[src/rtl/nrisc_wishbone_master_pkg.sv]
`default_nettype none
// ============================================================================
// Package  : nrisc_wishbone_master_pkg
// Brief    : State encodings, completion codes and helpers for the WB master.
// Revision : 1.0 - initial release
// ============================================================================
package nrisc_wishbone_master_pkg;

    typedef enum logic [1:0] {
        S_IDLE    = 2'd0,
        S_CYCLE   = 2'd1,
        S_BACKOFF = 2'd2
    } wbm_state_t;

    localparam logic [1:0] c_err_ok       = 2'b00;
    localparam logic [1:0] c_err_buserr   = 2'b01;
    localparam logic [1:0] c_err_retrymax = 2'b10;
    localparam logic [1:0] c_err_timeout  = 2'b11;

    function automatic int max_int(input int a, input int b);
        return (a > b) ? a : b;
    endfunction

endpackage
`default_nettype wire

[src/rtl/nrisc_wb_watchdog.sv]
`default_nettype none
// ============================================================================
// Module   : nrisc_wb_watchdog
// Brief    : Loadable down-counter that saturates at zero; o_tc flags zero.
// Revision : 1.0 - initial release
// ============================================================================
module nrisc_wb_watchdog #(
    parameter int WIDTH = 8
) (
    input  logic             clk,
    input  logic             rst,
    input  logic             i_load,
    input  logic [WIDTH-1:0] i_load_val,
    output logic             o_tc
);

    logic [WIDTH-1:0] r_cnt;

    always_ff @(posedge clk) begin
        if (rst) begin
            r_cnt <= '0;
        end else if (i_load) begin
            r_cnt <= i_load_val;
        end else if (r_cnt != '0) begin
            r_cnt <= r_cnt - 1'b1;
        end
    end

    assign o_tc = (r_cnt == '0);

endmodule
`default_nettype wire

[src/rtl/nrisc_wishbone_master.sv]
`default_nettype none
// ============================================================================
// Module   : nrisc_wishbone_master
// Brief    : Wishbone classic-cycle initiator with bounded retry and timeout.
// Revision : 1.0 - initial release
// ============================================================================
module nrisc_wishbone_master
    import nrisc_wishbone_master_pkg::*;
#(
    parameter int TAM       = 16,
    parameter int SEL_W     = TAM / 8,
    parameter int MAX_RETRY = 3,
    parameter int RETRY_GAP = 2,
    parameter int TIMEOUT   = 255
) (
    input  logic             WSHMSTR_CLKIN,
    input  logic             WSHMSTR_RSTIN,
    input  logic             CPU_REQ,
    input  logic             CPU_WREN,
    input  logic [TAM-1:0]   CPU_ADDR,
    input  logic [TAM-1:0]   CPU_WDATA,
    input  logic [SEL_W-1:0] CPU_SEL,
    input  logic             CPU_LOCK,
    input  logic [7:0]       CPU_TGA,
    input  logic [7:0]       CPU_TGC,
    input  logic [7:0]       CPU_TGD,
    output logic             CPU_BUSY,
    output logic             CPU_DONE,
    output logic [1:0]       CPU_ERRCODE,
    output logic [TAM-1:0]   CPU_RDATA,
    output logic [7:0]       CPU_TGDIN,
    output logic             WSHMSTR_CYC,
    output logic             WSHMSTR_STROBE,
    output logic             WSHMSTR_WREN,
    output logic             WSHMSTR_LOCKOUT,
    output logic [TAM-1:0]   WSHMSTR_ADDROUT,
    output logic [TAM-1:0]   WSHMSTR_DATAOUT,
    output logic [SEL_W-1:0] WSHMSTR_SEL,
    output logic [7:0]       WSHMSTR_TGA,
    output logic [7:0]       WSHMSTR_TGC,
    output logic [7:0]       WSHMSTR_TGDOUT,
    input  logic [TAM-1:0]   WSHMSTR_DATAIN,
    input  logic [7:0]       WSHMSTR_TGDIN,
    input  logic             WSHMSTR_ACK,
    input  logic             WSHMSTR_ERRIN,
    input  logic             WSHMSTR_RETRY
);

    localparam int c_wd_w = $clog2(max_int(TIMEOUT, RETRY_GAP));
    localparam int c_rc_w = (MAX_RETRY > 0) ? $clog2(MAX_RETRY + 1) : 1;
    localparam logic [c_rc_w-1:0] c_max_retry  = c_rc_w'(MAX_RETRY);
    localparam logic [c_wd_w-1:0] c_timeout_ld = c_wd_w'(TIMEOUT - 1);
    localparam logic [c_wd_w-1:0] c_gap_ld     = c_wd_w'(RETRY_GAP - 1);

    wbm_state_t        r_state, w_next;
    logic              r_cyc, r_lockout, r_done;
    logic [1:0]        r_errcode;
    logic [TAM-1:0]    r_rdata;
    logic [7:0]        r_tgdin;
    logic [c_rc_w-1:0] r_retry_cnt;

    logic              r_wren, r_lock;
    logic [TAM-1:0]    r_addr, r_wdata;
    logic [SEL_W-1:0]  r_sel;
    logic [7:0]        r_tga, r_tgc, r_tgd;

    logic              w_accept, w_done, w_capture, w_retry_inc, w_lock_nxt;
    logic [1:0]        w_errcode;
    logic              w_wd_load, w_wd_tc;
    logic [c_wd_w-1:0] w_wd_val;

    assign w_accept   = (r_state == S_IDLE) && CPU_REQ;
    assign w_lock_nxt = w_accept ? CPU_LOCK : r_lock;

    // One counter serves both the response timeout and the backoff gap;
    // it is reloaded on every entry into CYCLE or BACKOFF.
    assign w_wd_load = (w_next != r_state) && (w_next != S_IDLE);
    assign w_wd_val  = (w_next == S_CYCLE) ? c_timeout_ld : c_gap_ld;

    nrisc_wb_watchdog #(
        .WIDTH (c_wd_w)
    ) u_watchdog (
        .clk        (WSHMSTR_CLKIN),
        .rst        (WSHMSTR_RSTIN),
        .i_load     (w_wd_load),
        .i_load_val (w_wd_val),
        .o_tc       (w_wd_tc)
    );

    always_comb begin
        w_next      = r_state;
        w_done      = 1'b0;
        w_errcode   = c_err_ok;
        w_capture   = 1'b0;
        w_retry_inc = 1'b0;
        case (r_state)
            S_IDLE: begin
                if (CPU_REQ) w_next = S_CYCLE;
            end
            S_CYCLE: begin
                if (WSHMSTR_ERRIN) begin
                    w_done    = 1'b1;
                    w_errcode = c_err_buserr;
                    w_next    = S_IDLE;
                end else if (WSHMSTR_RETRY) begin
                    if (r_retry_cnt < c_max_retry) begin
                        w_retry_inc = 1'b1;
                        w_next      = S_BACKOFF;
                    end else begin
                        w_done    = 1'b1;
                        w_errcode = c_err_retrymax;
                        w_next    = S_IDLE;
                    end
                end else if (WSHMSTR_ACK) begin
                    w_done    = 1'b1;
                    w_capture = ~r_wren;
                    w_next    = S_IDLE;
                end else if (w_wd_tc) begin
                    w_done    = 1'b1;
                    w_errcode = c_err_timeout;
                    w_next    = S_IDLE;
                end
            end
            S_BACKOFF: begin
                if (w_wd_tc) w_next = S_CYCLE;
            end
            default: w_next = S_IDLE;
        endcase
    end

    always_ff @(posedge WSHMSTR_CLKIN) begin
        if (WSHMSTR_RSTIN) begin
            r_state     <= S_IDLE;
            r_cyc       <= 1'b0;
            r_lockout   <= 1'b0;
            r_done      <= 1'b0;
            r_errcode   <= c_err_ok;
            r_rdata     <= '0;
            r_tgdin     <= '0;
            r_retry_cnt <= '0;
            r_wren      <= 1'b0;
            r_lock      <= 1'b0;
            r_addr      <= '0;
            r_wdata     <= '0;
            r_sel       <= '0;
            r_tga       <= '0;
            r_tgc       <= '0;
            r_tgd       <= '0;
        end else begin
            r_state   <= w_next;
            r_cyc     <= (w_next == S_CYCLE);
            r_lockout <= (w_next == S_CYCLE) && w_lock_nxt;
            r_done    <= w_done;
            if (w_done) r_errcode <= w_errcode;
            if (w_capture) begin
                r_rdata <= WSHMSTR_DATAIN;
                r_tgdin <= WSHMSTR_TGDIN;
            end
            if (w_accept) begin
                r_retry_cnt <= '0;
                r_wren      <= CPU_WREN;
                r_lock      <= CPU_LOCK;
                r_addr      <= CPU_ADDR;
                r_wdata     <= CPU_WDATA;
                r_sel       <= CPU_SEL;
                r_tga       <= CPU_TGA;
                r_tgc       <= CPU_TGC;
                r_tgd       <= CPU_TGD;
            end else if (w_retry_inc) begin
                r_retry_cnt <= r_retry_cnt + 1'b1;
            end
        end
    end

    assign CPU_BUSY        = (r_state != S_IDLE);
    assign CPU_DONE        = r_done;
    assign CPU_ERRCODE     = r_errcode;
    assign CPU_RDATA       = r_rdata;
    assign CPU_TGDIN       = r_tgdin;
    assign WSHMSTR_CYC     = r_cyc;
    assign WSHMSTR_STROBE  = r_cyc;
    assign WSHMSTR_WREN    = r_wren;
    assign WSHMSTR_LOCKOUT = r_lockout;
    assign WSHMSTR_ADDROUT = r_addr;
    assign WSHMSTR_DATAOUT = r_wdata;
    assign WSHMSTR_SEL     = r_sel;
    assign WSHMSTR_TGA     = r_tga;
    assign WSHMSTR_TGC     = r_tgc;
    assign WSHMSTR_TGDOUT  = r_tgd;

endmodule
`default_nettype wire
[config.mk]
export PLATFORM = sky130hd
export DESIGN_NAME = nrisc_wishbone_master
export DESIGN_NICKNAME = d
export VERILOG_FILES = /design/src/rtl/nrisc_wishbone_master_pkg.sv /design/src/rtl/nrisc_wb_watchdog.sv /design/src/rtl/nrisc_wishbone_master.sv
export SDC_FILE = /design/constraint.sdc
export NUM_CORES = 1
export LEC_CHECK = 0
export ABC_CLOCK_PERIOD_IN_PS = 1900
export CORE_MARGIN = 2
export CORE_UTILIZATION = 35
export CTS_CLUSTER_SIZE = 30
export DETAILED_ROUTE_END_ITERATION = 10
export DONT_BUFFER_PORTS = 1
export PLACE_DENSITY_LB_ADDON = 0.2
export REMOVE_ABC_BUFFERS = 1
export SLEW_MARGIN = 20
export SYNTH_ARGS = -nofsm -noshare
export SYNTH_HDL_FRONTEND = slang
export SYNTH_SLANG_ARGS = --single-unit
[constraint.sdc]
create_clock -name WSHMSTR_CLKIN -period 1.9 [get_ports WSHMSTR_CLKIN]
set_input_delay 0.38 -clock WSHMSTR_CLKIN [delete_from_list [all_inputs] [get_ports WSHMSTR_CLKIN]]
set_output_delay 0.38 -clock WSHMSTR_CLKIN [all_outputs]
set_load 0.02 [all_outputs]
[Yosys cells after proc, flatten, opt, wreduce, memory -nomap -nowiden]
Cells that the tools add are included.
Storage, ports and cells
  input bits: 90
  output and inout bits: 90
  word-level logic and storage cells: 67
  register bits: 101
Cells by class
  equal/unequal tests: 4
  add/subtract/negate cells: 2
  order comparisons: 1
  reductions and logical operators: 10
  bitwise logic cells: 1
  mux-type cells: 32
Operator list (count)
  2-bit two-way mux: 13
  8-bit two-way mux: 3
  1-bit two-way mux: 15
  8-bit logical NOT: 1
  8-bit nonzero test: 1
  8-bit by 1-bit subtractor with 8-bit output, second input constant: 1
  2-bit case mux with 3 select lines: 1
  2-bit nonzero test: 3
  2-bit by 1-bit equality test with 1-bit output, second input constant: 2
  1-bit logical AND: 3
  2-bit by 1-bit adder with 2-bit output, second input constant: 1
  2-bit equality test, second input constant: 1
  2-bit logical NOT: 1
  2-bit less-than comparator, second input constant: 1
  2-bit inequality test: 1
  2-bit OR reduction: 1
  1-bit NOT: 1

[Longest topological paths before layout]
  depth after elaboration: 9
  depth in mapped cells: 7
  gate-level depth less buffers: 6

[Hierarchy]
A second synthesis with hierarchy kept.
Second synthesis, totals
  cell total of the unflattened synthesis: 470
  area, all modules: 3853.7 um^2
By module, submodules not included
  nrisc_wishbone_master: sequential area each 1861.8 um^2, times used 1, cells each 417, area each 3378.2 um^2
  nrisc_wb_watchdog: sequential area each 160.2 um^2, times used 1, cells each 53, area each 475.5 um^2

[Worst setup path before layout]
Ideal clock, no wire load.
  kind: register -> register
  start point: reg u_watchdog.r_cnt[2]
  end point: reg u_watchdog.r_cnt[1]
  arrival time: 1.928 ns
  buffers on the path: 2
  path slack: -0.144 ns
  cell stages (with the launch flop): 7
  data required time: 1.784 ns
  period minus slack after synthesis: 2.044 ns
  library setup time: 0.116 ns
  cells stage by stage: dfxtp_1 -> or3_1 -> buf_2 -> or4_4 -> buf_6 -> or3_1 -> and3_1
Between the ends
  longest elaborated chain between the ends: 9
  elaborated cells between the ends (all ways): 15
  those cells by class: 2 x eq/ne; 8 x mux; 5 x reduce/logical
RTL lines
  start, declared: RTL line nrisc_wb_watchdog.sv:17  | logic [WIDTH-1:0] r_cnt;
  start signal, assigned: RTL line nrisc_wb_watchdog.sv:23  | r_cnt <= i_load_val;
  start signal, assigned: RTL line nrisc_wb_watchdog.sv:25  | r_cnt <= r_cnt - 1'b1;
  8-bit logical NOT: RTL line nrisc_wb_watchdog.sv:29  | assign o_tc = (r_cnt == '0);
  2-bit two-way mux: RTL line nrisc_wishbone_master.sv:118  | end else if (w_wd_tc) begin
  2-bit two-way mux: RTL line nrisc_wishbone_master.sv:114  | end else if (WSHMSTR_ACK) begin
  2-bit two-way mux: RTL line nrisc_wishbone_master.sv:105  | end else if (WSHMSTR_RETRY) begin
  2-bit two-way mux: RTL line nrisc_wishbone_master.sv:101  | if (WSHMSTR_ERRIN) begin
  2-bit case mux with 3 select lines: RTL line nrisc_wishbone_master.sv:96  | case (r_state)
  2-bit by 1-bit equality test with 1-bit output (tied with other cells): RTL line nrisc_wishbone_master.sv:78  | assign w_wd_val = (w_next == S_CYCLE) ? c_timeout_ld : c_gap_ld;
  8-bit two-way mux / 1-bit logical AND (equally long branches): RTL line nrisc_wishbone_master.sv:78, nrisc_wishbone_master.sv:77
  8-bit two-way mux / 2-bit nonzero test (equally long branches)
Several ways; a longest one is shown, not always the timed one.
A chain may end at the register's enable or synchronous reset.

[Worst setup path after layout]
  start point: reg u_watchdog.r_cnt[1]
  end point: reg u_watchdog.r_cnt[1]
The elaborated chain is that of the path after synthesis.

==> results.json <==
{
  "cts_tree": "yes",
  "power_density_nw_per_um2": 1030,
  "crit_path_max_fanout": 6,
  "setup.worst_path.start_class": "flip-flop",
  "dieWidth_um": 107,
  "cts_buffer_depth": 2,
  "synth.yosys.seq_area_share_pct": 54.6,
  "netlist_top_cells_count": "sky130_fd_sc_hd__nand2_1, sky130_fd_sc_hd__dfxtp_1, sky130_fd_sc_hd__a21oi_1",
  "remaining_drc_errors": 0,
  "cts_setup_buffers": 0,
  "max_cap_violations": 0,
  "overflow_left_after_global_routing": 0,
  "nFillCells": 1052,
  "setup_viol": 0,
  "grt_use_total_pct": 15.3,
  "drv_slew": 0,
  "syn_avg_cell_area_sq_um": 7.94,
  "timing.slew.headroom_pct": 67.7,
  "fp.coreArea_sq_um": 10300,
  "dieHeight_um": 107,
  "final_layout_size_suffix_gt1_share_pct": 9.46,
  "drt-vias-per-instance": 5.09,
  "finalWirelength_mm": 8.91,
  "floorplan.initialDensity_pct": 36.0,
  "worst_setup_path_end_kind": "flip-flop",
  "worstMarginPinSlew_ns": 0.482,
  "post-route-cell-area_sq_um": 4090,
  "tritoncts_num_sinks": 101,
  "hold_violations": 0,
  "synth-main-ff-cell": "sky130_fd_sc_hd__dfxtp_1",
  "count_of_mapped_cells_out_of_synthesis": 466,
  "antenna-diode-count": 0,
  "grt_first_pass_wirelength_mm": 14.0,
  "rsz_0062_raised_after_global_routing": "false",
  "antenna_found_initial": 0,
  "finalCriticalPeriod_ns": 1.83,
  "async_flop_share_pct": 0,
  "synth.ff_latch_count": 101,
  "arrival_ns": 2.09,
  "hpwl_after_dpl_mm": 6.12,
  "crit_type": "reg2reg",
  "cts-root-buf": "sky130_fd_sc_hd__clkbuf_8",
  "critPathRequiredTime_ns": 2.16,
  "totalNegativeSetupSlack_ns": 0,
  "cts_hold_buf": 0,
  "post-route-period-util_pct": 96.4,
  "port_buffers": 0,
  "maxClockFrequency_mhz": 546,
  "dr_total_vias": 3057,
  "yosysTopAreaCellShare_pct": 54.6,
  "layout-area-overhead-vs-synth_pct": 10.6,
  "clk_pin_slew_ns": 0.10,
  "post_synth_main_area_contributors": "sky130_fd_sc_hd__dfxtp_1, sky130_fd_sc_hd__nand2_1, sky130_fd_sc_hd__a21oi_1",
  "clock_latency_ns": 0.35,
  "skew_ns": 0.0128,
  "stdcell_count": 601,
  "timing.hold.worst.class": "in2reg",
  "grt_max_degree": 97,
  "dr.pass1.iters": 4,
  "synth_most_common_cell": "sky130_fd_sc_hd__nand2_1",
  "ant_nets": 0,
  "netlist_area_sq_um": 3700,
  "synthDistinctLibCells": 38,
  "detailedRoute.firstIterationViolations": 142,
  "design.portCount": 180,
  "yosysWarningCount": 0,
  "grt_pass1_vias": 2863,
  "final_nets": 552,
  "netlist.top_cell.by_area": "sky130_fd_sc_hd__dfxtp_1",
  "cts_inserted_buffers": 9,
  "power.ir.vdd_worst_mv": 0.414,
  "gp_routability_congestion": 0.798,
  "design.die.area_sq_um": 11400,
  "dp.cells": 585,
  "number_of_enable_flip_flop_cells_after_synthesis": 0,
  "leakagePower_nw": 1.46,
  "run_status": "completed",
  "wl_per_cell_um": 14.8,
  "rows": 37,
  "post_dp_cell_area_sq_um": 3870,
  "htree_num_levels": 3
}
[flip-flops by register name, summed over array words and instances (netlist names), 2 cells and up]
signal and count:
WSHMSTR_TGC 8, WSHMSTR_ADDROUT 16, r_retry_cnt 2, CPU_TGDIN 8, r_state 2, WSHMSTR_TGA 8, WSHMSTR_DATAOUT 16, u_watchdog.r_cnt 8
CPU_RDATA 16, WSHMSTR_SEL 2, WSHMSTR_TGDOUT 8, CPU_ERRCODE 2
[through the flow]
stage               total power, W  hold slack (ns)  util, %  worst slack (ns)
floorplan                  0.00280            0.428        -             -2.78
global placement           0.00296            0.437     37.7            0.0629
detailed placement         0.00297            0.444     37.7            0.0498
CTS                        0.00422           0.0607     39.4            0.0173
global route               0.00442           0.0572     39.8           0.00685
finish                     0.00420           0.0835     39.8            0.0690
[metal layers]
metal | track usage [%] | part of all wire [%]
met1 | 17.3 | 41
met2 | 25.0 | 46
met3 | 7.66 | 13
met4 | 5.01 | 0.84
met5 | 0 | 0
[layout by cell type (no fill, tap or decap), types with 2 or more instances in the layout]
cell type,n
sky130_fd_sc_hd__a211oi_1,2
sky130_fd_sc_hd__a21oi_1,94
sky130_fd_sc_hd__buf_4,14
sky130_fd_sc_hd__clkbuf_8,11
sky130_fd_sc_hd__clkinv_2,3
sky130_fd_sc_hd__dfxtp_1,99
sky130_fd_sc_hd__inv_2,2
sky130_fd_sc_hd__nand2_1,172
sky130_fd_sc_hd__nand2b_1,3
sky130_fd_sc_hd__nand3_1,2
sky130_fd_sc_hd__nor2_1,8
sky130_fd_sc_hd__nor2b_1,2
sky130_fd_sc_hd__nor3_1,8
sky130_fd_sc_hd__nor3b_1,2
sky130_fd_sc_hd__nor4_1,2
sky130_fd_sc_hd__nor4_2,2
sky130_fd_sc_hd__o21a_1,2
sky130_fd_sc_hd__o21ai_0,3
sky130_fd_sc_hd__o21ai_1,2
sky130_fd_sc_hd__or4_1,2
sky130_fd_sc_hd__xor2_1,3
[timing repair]
item                                    in CTS  in global routing
hold endpoints to repair                     0                  0
gates resized for setup                      0                 11
endpoints found under the setup margin       0                 10
[final timing paths]
check / start / end / slack [ns] / cells past startpoint
worst min register to register: r_lock / r_lock / 0.45 / 2
worst max register to register: u_watchdog.r_cnt[1] / u_watchdog.r_cnt[1] / 0.07 / 6
worst max-delay path: u_watchdog.r_cnt[1] / u_watchdog.r_cnt[1] / 0.07 / 6
worst min-delay path: WSHMSTR_RSTIN / WSHMSTR_DATAOUT[13] / 0.08 / 1
[kinds of logic after synthesis]
logic type	share of synthesized area (%)
XOR/XNOR	0.947
AO/OA/AOI/OAI	15.8
multiplexers	0.270
buffers and inverters	3.89
adder cells (fa/ha/maj)	0.676
flip-flops	54.6
AND/OR/NAND/NOR	23.8
[critical path: stages, from the launching register on]
cell                       delay, ns
sky130_fd_sc_hd__dfxtp_4        0.38
sky130_fd_sc_hd__inv_2          0.07
sky130_fd_sc_hd__ha_4           0.16
sky130_fd_sc_hd__nand2b_4       0.06
sky130_fd_sc_hd__or4_4          0.51
sky130_fd_sc_hd__or3_1          0.37
sky130_fd_sc_hd__and3_1         0.18
[report_power, final]
group	leakage (nW)	switching [W]	internal, W	total [W]
clock network	0.0921	0.000701	0.000543	0.00124
registers	0.828	0.000219	0.00225	0.00247
logic	0.544	0.000269	0.000221	0.000490
total	1.46	0.00119	0.00301	0.00420
[cell type report]
class	instances	area [sq um]	area share [%]
clock buffers	12	155	3.79
clock inverters	4	22.5	0.550
inverters	3	11.3	0.275
multi-input cells	330	1580	38.6
flip-flops and latches	101	2030	49.5
well taps	136	170	4.16
repair buffers	15	125	3.06
Power figures use the tool's default switching activity.
